===== src/rtl/cfg_pkg.sv =====
// Shared parameters, FSM state type and configuration-word layout for the
// configuration-channel transmitter.
package cfg_pkg;
  localparam int PORT_DATAWIDTH = 96;
  localparam int HOST_WIDTH     = 16;
  localparam int NUM_CFG_WIDTH  = 4;
  localparam int BEATS          = PORT_DATAWIDTH / HOST_WIDTH;
  localparam int DEPTH          = 2 ** NUM_CFG_WIDTH;
  localparam int BCNT_W         = (BEATS > 1) ? $clog2(BEATS) : 1;
  localparam int CRED_W         = NUM_CFG_WIDTH + 1;

  typedef enum logic {COLLECT = 1'b0, HOLD = 1'b1} state_t;

  // Configuration word fields, MSB first; loop_pty arrives in the first beat.
  localparam int LOOP_PTY_W  = 16;
  localparam int LAYER_ID_W  = 8;
  localparam int KERNEL_W    = 8;
  localparam int IN_CH_W     = 16;
  localparam int OUT_CH_W    = 16;
  localparam int BASE_ADDR_W = 32;

  typedef struct packed {
    logic [LOOP_PTY_W-1:0]  loop_pty;
    logic [LAYER_ID_W-1:0]  layer_id;
    logic [KERNEL_W-1:0]    kernel;
    logic [IN_CH_W-1:0]     in_ch;
    logic [OUT_CH_W-1:0]    out_ch;
    logic [BASE_ADDR_W-1:0] base_addr;
  } cfg_word_t;
endpackage


===== src/rtl/cfg_word_tx_if.sv =====
// Host beat bus, layer pop strobe and CONFIG FIFO push port, grouped as one bundle.
interface cfg_word_tx_if import cfg_pkg::*; ();
  logic                      host_val;
  logic [HOST_WIDTH-1:0]     host_data;
  logic                      host_rdy;
  logic                      Rst_Layer;
  logic                      IFCFG_val;
  logic [PORT_DATAWIDTH-1:0] IFCFG_data;

  modport master (output host_val, host_data, Rst_Layer,
                  input  host_rdy, IFCFG_val, IFCFG_data);
  modport slave  (input  host_val, host_data, Rst_Layer,
                  output host_rdy, IFCFG_val, IFCFG_data);
endinterface


===== src/rtl/cfg_credit_cnt.sv =====
// Saturating up/down credit counter mirroring free CONFIG FIFO entries,
// with a sticky flag for credits returned beyond the FIFO depth.
module cfg_credit_cnt import cfg_pkg::*; (
  input  logic              clk,
  input  logic              rst_n,
  input  logic              push,
  input  logic              pop,
  output logic [CRED_W-1:0] credit,
  output logic              err
);
  always_ff @(posedge clk or negedge rst_n) begin
    if (!rst_n) begin
      credit <= CRED_W'(DEPTH);
      err    <= 1'b0;
    end else begin
      case ({push, pop})
        2'b10: credit <= credit - 1'b1;
        2'b01: begin
          if (credit == CRED_W'(DEPTH)) err <= 1'b1;
          else                          credit <= credit + 1'b1;
        end
        default: ;
      endcase
    end
  end
endmodule


===== src/rtl/cfg_word_tx.sv =====
// Assembles host beats (MSB first) into one configuration word and pushes it
// into the CONFIG FIFO whenever a credit is available.
module cfg_word_tx import cfg_pkg::*; (
  input  logic              clk,
  input  logic              rst_n,
  cfg_word_tx_if.slave      bus,
  output logic [CRED_W-1:0] CFG_Credit,
  output logic [7:0]        CFG_WordCnt,
  output logic              CFG_Err
);
  state_t                    state, state_n;
  logic [PORT_DATAWIDTH-1:0] shreg;
  logic [BCNT_W-1:0]         beat_cnt;
  logic                      accept, last_beat, push;

  assign bus.host_rdy = (state == COLLECT);
  assign last_beat    = (beat_cnt == BCNT_W'(BEATS - 1));

  always_comb begin
    state_n = state;
    accept  = 1'b0;
    push    = 1'b0;
    case (state)
      COLLECT: begin
        accept = bus.host_val;
        if (accept && last_beat) state_n = HOLD;
      end
      HOLD: begin
        if (CFG_Credit != '0) begin
          push    = 1'b1;
          state_n = COLLECT;
        end
      end
      default: state_n = COLLECT;
    endcase
  end

  always_ff @(posedge clk or negedge rst_n) begin
    if (!rst_n) begin
      state          <= COLLECT;
      shreg          <= '0;
      beat_cnt       <= '0;
      bus.IFCFG_val  <= 1'b0;
      bus.IFCFG_data <= '0;
      CFG_WordCnt    <= '0;
    end else begin
      state         <= state_n;
      bus.IFCFG_val <= push;
      if (accept) begin
        shreg    <= {shreg[PORT_DATAWIDTH-HOST_WIDTH-1:0], bus.host_data};
        beat_cnt <= last_beat ? '0 : beat_cnt + 1'b1;
      end
      // Data register only loads on a push so it holds between pulses.
      if (push) begin
        bus.IFCFG_data <= shreg;
        CFG_WordCnt    <= CFG_WordCnt + 8'd1;
      end
    end
  end

  cfg_credit_cnt u_credit (
    .clk    (clk),
    .rst_n  (rst_n),
    .push   (push),
    .pop    (bus.Rst_Layer),
    .credit (CFG_Credit),
    .err    (CFG_Err)
  );
endmodule


===== src/flat_wrapper.sv =====
// flat-port wrapper written by rule: the top's interface ports become plain ports
module cfg_word_tx_flat import cfg_pkg::*;
  (clk, rst_n, CFG_Credit, CFG_WordCnt, CFG_Err, bus_host_val, bus_host_data, bus_Rst_Layer, bus_host_rdy, bus_IFCFG_val, bus_IFCFG_data);
  cfg_word_tx_if bus_i ();
  input  logic clk;
  input  logic rst_n;
  output logic [CRED_W-1:0] CFG_Credit;
  output logic [7:0] CFG_WordCnt;
  output logic CFG_Err;
  input wire logic [$bits(bus_i.host_val)-1:0] bus_host_val;
  input wire logic [$bits(bus_i.host_data)-1:0] bus_host_data;
  input wire logic [$bits(bus_i.Rst_Layer)-1:0] bus_Rst_Layer;
  output wire logic [$bits(bus_i.host_rdy)-1:0] bus_host_rdy;
  output wire logic [$bits(bus_i.IFCFG_val)-1:0] bus_IFCFG_val;
  output wire logic [$bits(bus_i.IFCFG_data)-1:0] bus_IFCFG_data;
  assign bus_i.host_val = bus_host_val;
  assign bus_i.host_data = bus_host_data;
  assign bus_i.Rst_Layer = bus_Rst_Layer;
  assign bus_host_rdy = bus_i.host_rdy;
  assign bus_IFCFG_val = bus_i.IFCFG_val;
  assign bus_IFCFG_data = bus_i.IFCFG_data;
  cfg_word_tx u_core (.clk(clk), .rst_n(rst_n), .bus(bus_i), .CFG_Credit(CFG_Credit), .CFG_WordCnt(CFG_WordCnt), .CFG_Err(CFG_Err));
endmodule

===== config.mk =====
export PLATFORM = sky130hd
export DESIGN_NAME = cfg_word_tx_flat
export DESIGN_NICKNAME = d
export VERILOG_FILES = /design/src/rtl/cfg_pkg.sv /design/src/rtl/cfg_word_tx_if.sv /design/src/rtl/cfg_credit_cnt.sv /design/src/rtl/cfg_word_tx.sv /design/src/flat_wrapper.sv
export SDC_FILE = /design/constraint.sdc
export NUM_CORES = 1
export LEC_CHECK = 0
export CORE_MARGIN = 1.5
export CORE_UTILIZATION = 49
export CTS_CLUSTER_SIZE = 28
export DETAILED_ROUTE_END_ITERATION = 12
export PLACE_DENSITY_LB_ADDON = 0.05
export SYNTH_ARGS = -nofsm -noshare
export SYNTH_HDL_FRONTEND = slang
export SYNTH_HIERARCHICAL = 1
export SYNTH_SLANG_ARGS = --single-unit

===== constraint.sdc =====
create_clock -name clk -period 2.6 [get_ports clk]
set_input_delay 0.52 -clock clk [delete_from_list [all_inputs] [get_ports clk]]
set_output_delay 0.52 -clock clk [all_outputs]
set_load 0.02 [all_outputs]

==> results of run 1 <==
[power groups by stage]
stage	clock, W	combinational [W]	sequential [W]
2_1_floorplan	0	0.00248	0.00654
3_3_place_gp	0	0.00533	0.00584
3_5_place_dp	0	0.00544	0.00590
4_1_cts	0.00319	0.00547	0.00586
5_1_grt	0.00332	0.00573	0.00606
6_report	0.00308	0.00541	0.00584
[cell usage in the layout, fill, tap and decap left out, types with 3 or more instances in the layout]
cell type	n
nand2_1	8
clkbuf_1	3
ha_1	3
clkbuf_8	4
mux2_4	81
xnor2_1	4
clkbuf_16	23
dfrtp_1	207
nand3_1	4
buf_4	5
inv_1	4
dfrtp_2	3
mux2_2	114
clkdlybuf4s50_1	130
xor2_1	7
a21o_1	3
buf_12	4
clkinv_2	8
[critical path: stages, from the launching register on]
cell and delay (ps):
dfrtp_2 460, nor4_4 300, a21o_4 180, inv_1 50, nand2b_4 170, ha_1 300, a211o_2 330, a21o_1 180
a311oi_1 280, a31oi_1 70
[state kept, by name (all words and copies together), names as in the netlist]
signal                  flops
u_core/CFG_WordCnt          8
u_core/beat_cnt             3
u_core/bus.IFCFG_data      96
u_core/bus.IFCFG_val        1
u_core/shreg               96
u_core/state                1
u_core/u_credit/credit      5
u_core/u_credit/err         1
[layout make-up]
cell class / count / area, um2 / area share, %
flip-flops and latches: 211 / 5290 / 49.0
clock inverters: 11 / 85.1 / 0.788
well taps: 225 / 282 / 2.61
inverters: 5 / 18.8 / 0.174
multi-input cells: 258 / 3040 / 28.1
clock buffers: 30 / 642 / 5.95
repair buffers: 141 / 1440 / 13.4
[worst min-delay path by stage]
stage	end	cells after the start	start	slack, ps
final	u_core/u_credit/err$_DFFE_PN0P_	2	u_core/u_credit/err$_DFFE_PN0P_	480
after global routing	u_core/u_credit/err$_DFFE_PN0P_	2	u_core/u_credit/err$_DFFE_PN0P_	490
after CTS	u_core/u_credit/err$_DFFE_PN0P_	2	u_core/u_credit/err$_DFFE_PN0P_	480
after detailed placement	u_core/u_credit/err$_DFFE_PN0P_	2	u_core/u_credit/err$_DFFE_PN0P_	470
after global placement	u_core/CFG_WordCnt[7]$_DFFE_PN0P_	1	u_core/CFG_WordCnt[7]$_DFFE_PN0P_	460
after floorplan	u_core/CFG_WordCnt[0]$_DFFE_PN0P_	0	rst_n	220
[per-layer routing]
metal / vias up / global-route usage, % / part of all wire [%]
met4: 0 / 4.72 / 1.7
met3: 22 / 3.74 / 5.0
li1: 2046 / - / -
met5: - / 0 / 0
met2: 94 / 27.5 / 45
met1: 2299 / 26.9 / 48
[cell families after synthesis]
| family | Yosys count | synth area share [%] |
|---|---|---|
| buffers and inverters | 28 | 3.26 |
| and+or+nand+nor | 32 | 2.44 |
| AOI/OAI and AO/OA | 13 | 1.29 |
| muxes | 197 | 29.4 |
| xor gates and xnor gates | 11 | 1.12 |
| adders and majority gates | 5 | 0.818 |
| DFF | 211 | 61.7 |
[metrics by stage]
stage | instance area [um2] | total power (W) | cells | setup WS (ps) | hold WS, ps
after global placement | 10100 | 0.0112 | 839 | 187 | 457
after CTS | 10800 | 0.0145 | 881 | 179 | 485
after floorplan | 8600 | 0.00901 | 497 | 21.3 | 224
final | 10800 | 0.0143 | 881 | 165 | 479
after global routing | 10800 | 0.0151 | 881 | 66.3 | 494
after detailed placement | 10100 | 0.0113 | 839 | 71.5 | 466
==> reports/results.ini, run 1 <==
[pwr]
peakVddDrop_mv=0.799
p_per_area_nw_per_um2=1330
power.share.clock_pct=21.5
leakage_nw=4.93
p_int_w=0.00978
seqPwrFrac_pct=40.8
switching_share_pct=31.8
power_frac_comb_pct=37.7
netSwitchingPower_w=0.00455

[setup_path]
r2r_end=u_core/u_credit/credit[3]$_DFFE_PN0P_
worstSetupStartpoint=u_core/u_credit/credit[3]$_DFFE_PN0P_
crit_path_max_fanout=6
cp.required_ps=2960
worst_r2r_startpoint=u_core/u_credit/credit[3]$_DFFE_PN0P_
crit_path_end=u_core/u_credit/credit[3]$_DFFE_PN0P_
cp-end-kind=register
crit_arrival_ps=2800
cp-start-kind=register
r2r_slack_ps=160
r2r_cells=9
crit_type=reg -> reg

[routing]
drtIter0Drc=168
wire_per_inst_um=18.1
drc=0
ant_nets=0
drt-total-wl_um=16000
num_vias=4461
vias_per_cell=5.06
first_pass_iters=4

[cts]
hold_buffers=1
clkTransAtPathRegs_ps=60
clock-sinks=211
post-cts-setup-buffers=0
clock-root-buffer=clkbuf_16
cts_made_buffers=23
ctsLongestPathBuffers=3
ctsResizeCount=0
htreeDepth=1
cts_tree=done
clock_latency_ps=490

[sta]
worst_pin_slew_ps=830
timing.fmax_mhz=411
rsz0062_at_grt=false
setup_viol=0
fin_crit_sh_pct=93.7
skew_ps=13.5
drv_slew=0
setup_tns_ps=0
fin_crit_ps=2440
hold_viol=0
slew_headroom_pct=44.7

[logic_synthesis]
synth_area_leaders=dfrtp_1, mux2_2, mux2_4
synth_ff_type=dfrtp_1
async_flop_share_pct=100
postSynthAreaPerCell_um2=17.2
synth_warnings=6
synth-seq-area-share_pct=61.7
yosysUniqueCellTypes=39
syn_area_um2=8570
syn_nets=522
synth_edf_count=0
yosys_register_bits=211
synth.most_common_cell=dfrtp_1
netlist_instances=497
post-synth-top-area-fraction_pct=61.3
synth_commonest_cells=dfrtp_1, mux2_2, mux2_4, buf_2, buf_12
yosysTopAreaCell=dfrtp_1

[floorplan]
initial_core_util_pct=49.9
die-area_um2=18300
die_h_um=135
ios=132
core_area_um2=17200
rows=48
die_w_um=135

[place]
portBuffers=131
dpl.hpwl_um=10100
place.gp.congestion=0.790

[global_routing]
grt_antenna_before_repair=0
grt_max_degree=102
grt_pass1_wl_um=26200
globalRouteTotalUtil_pct=18.2
gr-total-overflow=0
grt_pass1_vias=4713

[cells_and_area]
nets=665
layout-drive-gt1-share_pct=39.8
nFillCells=1336
finalCoreUtilization_pct=62.8
syn_to_final_growth_pct=26.0
diodes=0

[worst_hold_path]
worstHoldPathType=reg -> reg

[status]
outcome=finished, final reports clean

[flow_run]
cap_violations=0

Note: power is estimated with default switching activity, not from simulation.
==> run 2, diff against run 1 <==
--- a/config.mk
+++ b/config.mk
@@ -6,11 +6,10 @@
 export NUM_CORES = 1
 export LEC_CHECK = 0
 export CORE_MARGIN = 1.5
-export CORE_UTILIZATION = 49
+export CORE_UTILIZATION = 48
 export CTS_CLUSTER_SIZE = 28
 export DETAILED_ROUTE_END_ITERATION = 12
 export PLACE_DENSITY_LB_ADDON = 0.05
 export SYNTH_ARGS = -nofsm -noshare
 export SYNTH_HDL_FRONTEND = slang
-export SYNTH_HIERARCHICAL = 1
 export SYNTH_SLANG_ARGS = --single-unit
==> reports/results.ini, run 2 <==
[cells_and_area]
final_cell_mix=nand2_1, dfrtp_1, clkdlybuf4s50_1, mux2_2, clkbuf_16
nets=884
largest_registers=u_core.bus.IFCFG_data: 96 flops, u_core.shreg: 96 flops, u_core.CFG_WordCnt: 8 flops
final_common_cell=nand2_1
seq_area_um2=5290
nFillCells=1454
syn_to_final_growth_pct=26.6
diodes=0
multi_input_area_um2=2790
finalCoreUtilization_pct=61.6
layout-drive-gt1-share_pct=18.9

[routing]
drt-total-wl_um=18100
wire_per_inst_um=16.5
vias_per_cell=5.07
drtIter0Drc=257
num_vias=5564
ant_nets=0
first_pass_iters=5
drc=0

[setup_path]
path_buf_inv=4
crit_chain=or4_4, o21ai_4, buf_4, clkbuf_16, clkinv_2, buf_4, nand2_1, nand2_1
cp-start-kind=register
r2r_cells=8
cp.required_ps=2970
crit_type=reg -> reg
slowest_stage=or4_4
crit_path_max_fanout=71
critPathTopFamily=buffers and inverters
cpPeakStageDelay_ps=580
cp.depth=8
cp-end-kind=register
crit_arrival_ps=2800

[global_routing]
grt_pass1_vias=5558
globalRouteTotalUtil_pct=20.1
grt.met1_usage_pct=28.5
gr-total-overflow=0
use_met2_pct=32.6
grt_pass1_wl_um=29300
grt_antenna_before_repair=0
top_usage_layer=met2
gr-usage-met3_pct=3.15
grt_max_degree=103

[sta]
rsz0062_at_grt=false
setup_viol=0
holdWs_ps=-9.08
fin_crit_ps=2440
worst_pin_slew_ps=766
hold_viol=6
setup_tns_ps=0
fin_crit_sh_pct=93.8
drv_slew=0
slew_headroom_pct=49.0
timing.fmax_mhz=410
skew_ps=13.0

[floorplan]
die_h_um=135
ios=132
initial_core_util_pct=48.7
rows=48
core_area_um2=17200
die-area_um2=18200
die_w_um=135

[logic_synthesis]
yosysUniqueCellTypes=40
async_flop_share_pct=100
yosysTopAreaCell=dfrtp_1
synth-seq-area-share_pct=63.2
synth_warnings=0
yosys_register_bits=211
synth.most_common_cell=nand2_1
synth_commonest_cells=nand2_1, dfrtp_1, mux2_2, buf_6, buf_2
post-synth-top-area-fraction_pct=62.9
syn_area_um2=8360
synth_edf_count=0
postSynthAreaPerCell_um2=11.6
syn_nets=748
synth_area_leaders=dfrtp_1, nand2_1, mux2_2
synth_ff_type=dfrtp_1
netlist_instances=723

[cts]
cts_tree=done
clock-sinks=211
cts_made_buffers=22
htreeDepth=1
clock-root-buffer=clkbuf_16
clkTransAtPathRegs_ps=60
clock_latency_ps=490
hold_buffers=0
ctsLongestPathBuffers=3

[status]
violations=hold timing
outcome=finished with violations

[place]
dpl.hpwl_um=11200
portBuffers=131
place.gp.congestion=0.763

[worst_hold_path]
worstHoldPathType=in -> async

[pwr]
totalPowerFinal_w=0.0140
leakage_nw=4.97
p_per_area_nw_per_um2=1320
peakVddDrop_mv=0.657

[flow_run]
cap_violations=0

## run 2: power by group
group          internal [W]  total [W]  leakage (nW)  switching [W]
sequential          0.00476    0.00585          2.57        0.00109
combinational       0.00258    0.00517          2.05        0.00259
clock               0.00176    0.00296         0.343        0.00120
total               0.00909     0.0140          4.97        0.00489
## run 2: worst paths after layout
kind | from | to | slack, ps
max in group asynchronous | rst_n | u_core.shreg[1]$_DFFE_PN0P_ | 1920
hold / removal | rst_n | u_core.bus.IFCFG_data[5]$_DFFE_PN0P_ | -9
hold reg to reg | u_core.shreg[94]$_DFFE_PN0P_ | u_core.bus.IFCFG_data[94]$_DFFE_PN0P_ | 460
setup / recovery | u_core.u_credit.credit[3]$_DFFE_PN0P_ | u_core.bus.IFCFG_data[23]$_DFFE_PN0P_ | 160
setup reg to reg | u_core.u_credit.credit[3]$_DFFE_PN0P_ | u_core.bus.IFCFG_data[23]$_DFFE_PN0P_ | 160
min in group clk | u_core.shreg[94]$_DFFE_PN0P_ | u_core.bus.IFCFG_data[94]$_DFFE_PN0P_ | 460
## run 2: layout make-up
class                           instances  share of cell area [%]
Sequential cell                       211                    49.9
Multi-Input combinational cell        471                    26.4
Timing Repair Buffer                  149                    14.4
Clock buffer                           28                    5.80
Tap cell                              225                    2.66
Clock inverter                          9                   0.686
Inverter                                4                   0.154
## run 2: per-layer routing
metal / routed length (um) / up-vias
met2: 8640 / 123
met5: 0 / -
li1: - / 2636
met1: 8350 / 2782
met4: 300 / 0
met3: 788 / 23
## run 2: per-stage QoR
stage,hold slack (ps),std cells,instance area [um2],setup WS [ps]
floorplan,224,723,8390,-171
global placement,451,1057,9860,106
detailed placement,455,1057,9860,45.1
CTS,9.39,1094,10500,10.2
global route,17.3,1097,10600,31.5
finish,-9.08,1097,10600,162
## run 2: logic make-up (layout without fill, tap and decap cells)
kind of cell | count (synthesis) | count (layout) | share of synthesized area [%]
and+or+nand+nor | 333 | 333 | 15.7
DFF | 211 | 211 | 63.2
muxes | 99 | 99 | 13.3
buffers and inverters | 41 | 190 | 3.92
AOI/OAI and AO/OA | 24 | 24 | 1.98
xor gates and xnor gates | 10 | 10 | 1.05
adders and majority gates | 5 | 5 | 0.838
## run 2: timing repair
item,in CTS,in global routing
gates resized for setup,0,4
setup buffers,0,2
endpoints found under the setup margin,0,73
==> run 3, diff against run 2 <==
--- a/config.mk
+++ b/config.mk
@@ -6,10 +6,11 @@
 export NUM_CORES = 1
 export LEC_CHECK = 0
 export CORE_MARGIN = 1.5
-export CORE_UTILIZATION = 48
+export CORE_UTILIZATION = 49
 export CTS_CLUSTER_SIZE = 28
 export DETAILED_ROUTE_END_ITERATION = 12
 export PLACE_DENSITY_LB_ADDON = 0.05
 export SYNTH_ARGS = -nofsm -noshare
 export SYNTH_HDL_FRONTEND = slang
+export SYNTH_HIERARCHICAL = 1
 export SYNTH_SLANG_ARGS = --single-unit
==> results of run 3 <==
The final DEF is identical to that of run 1; final timing and power are the same.
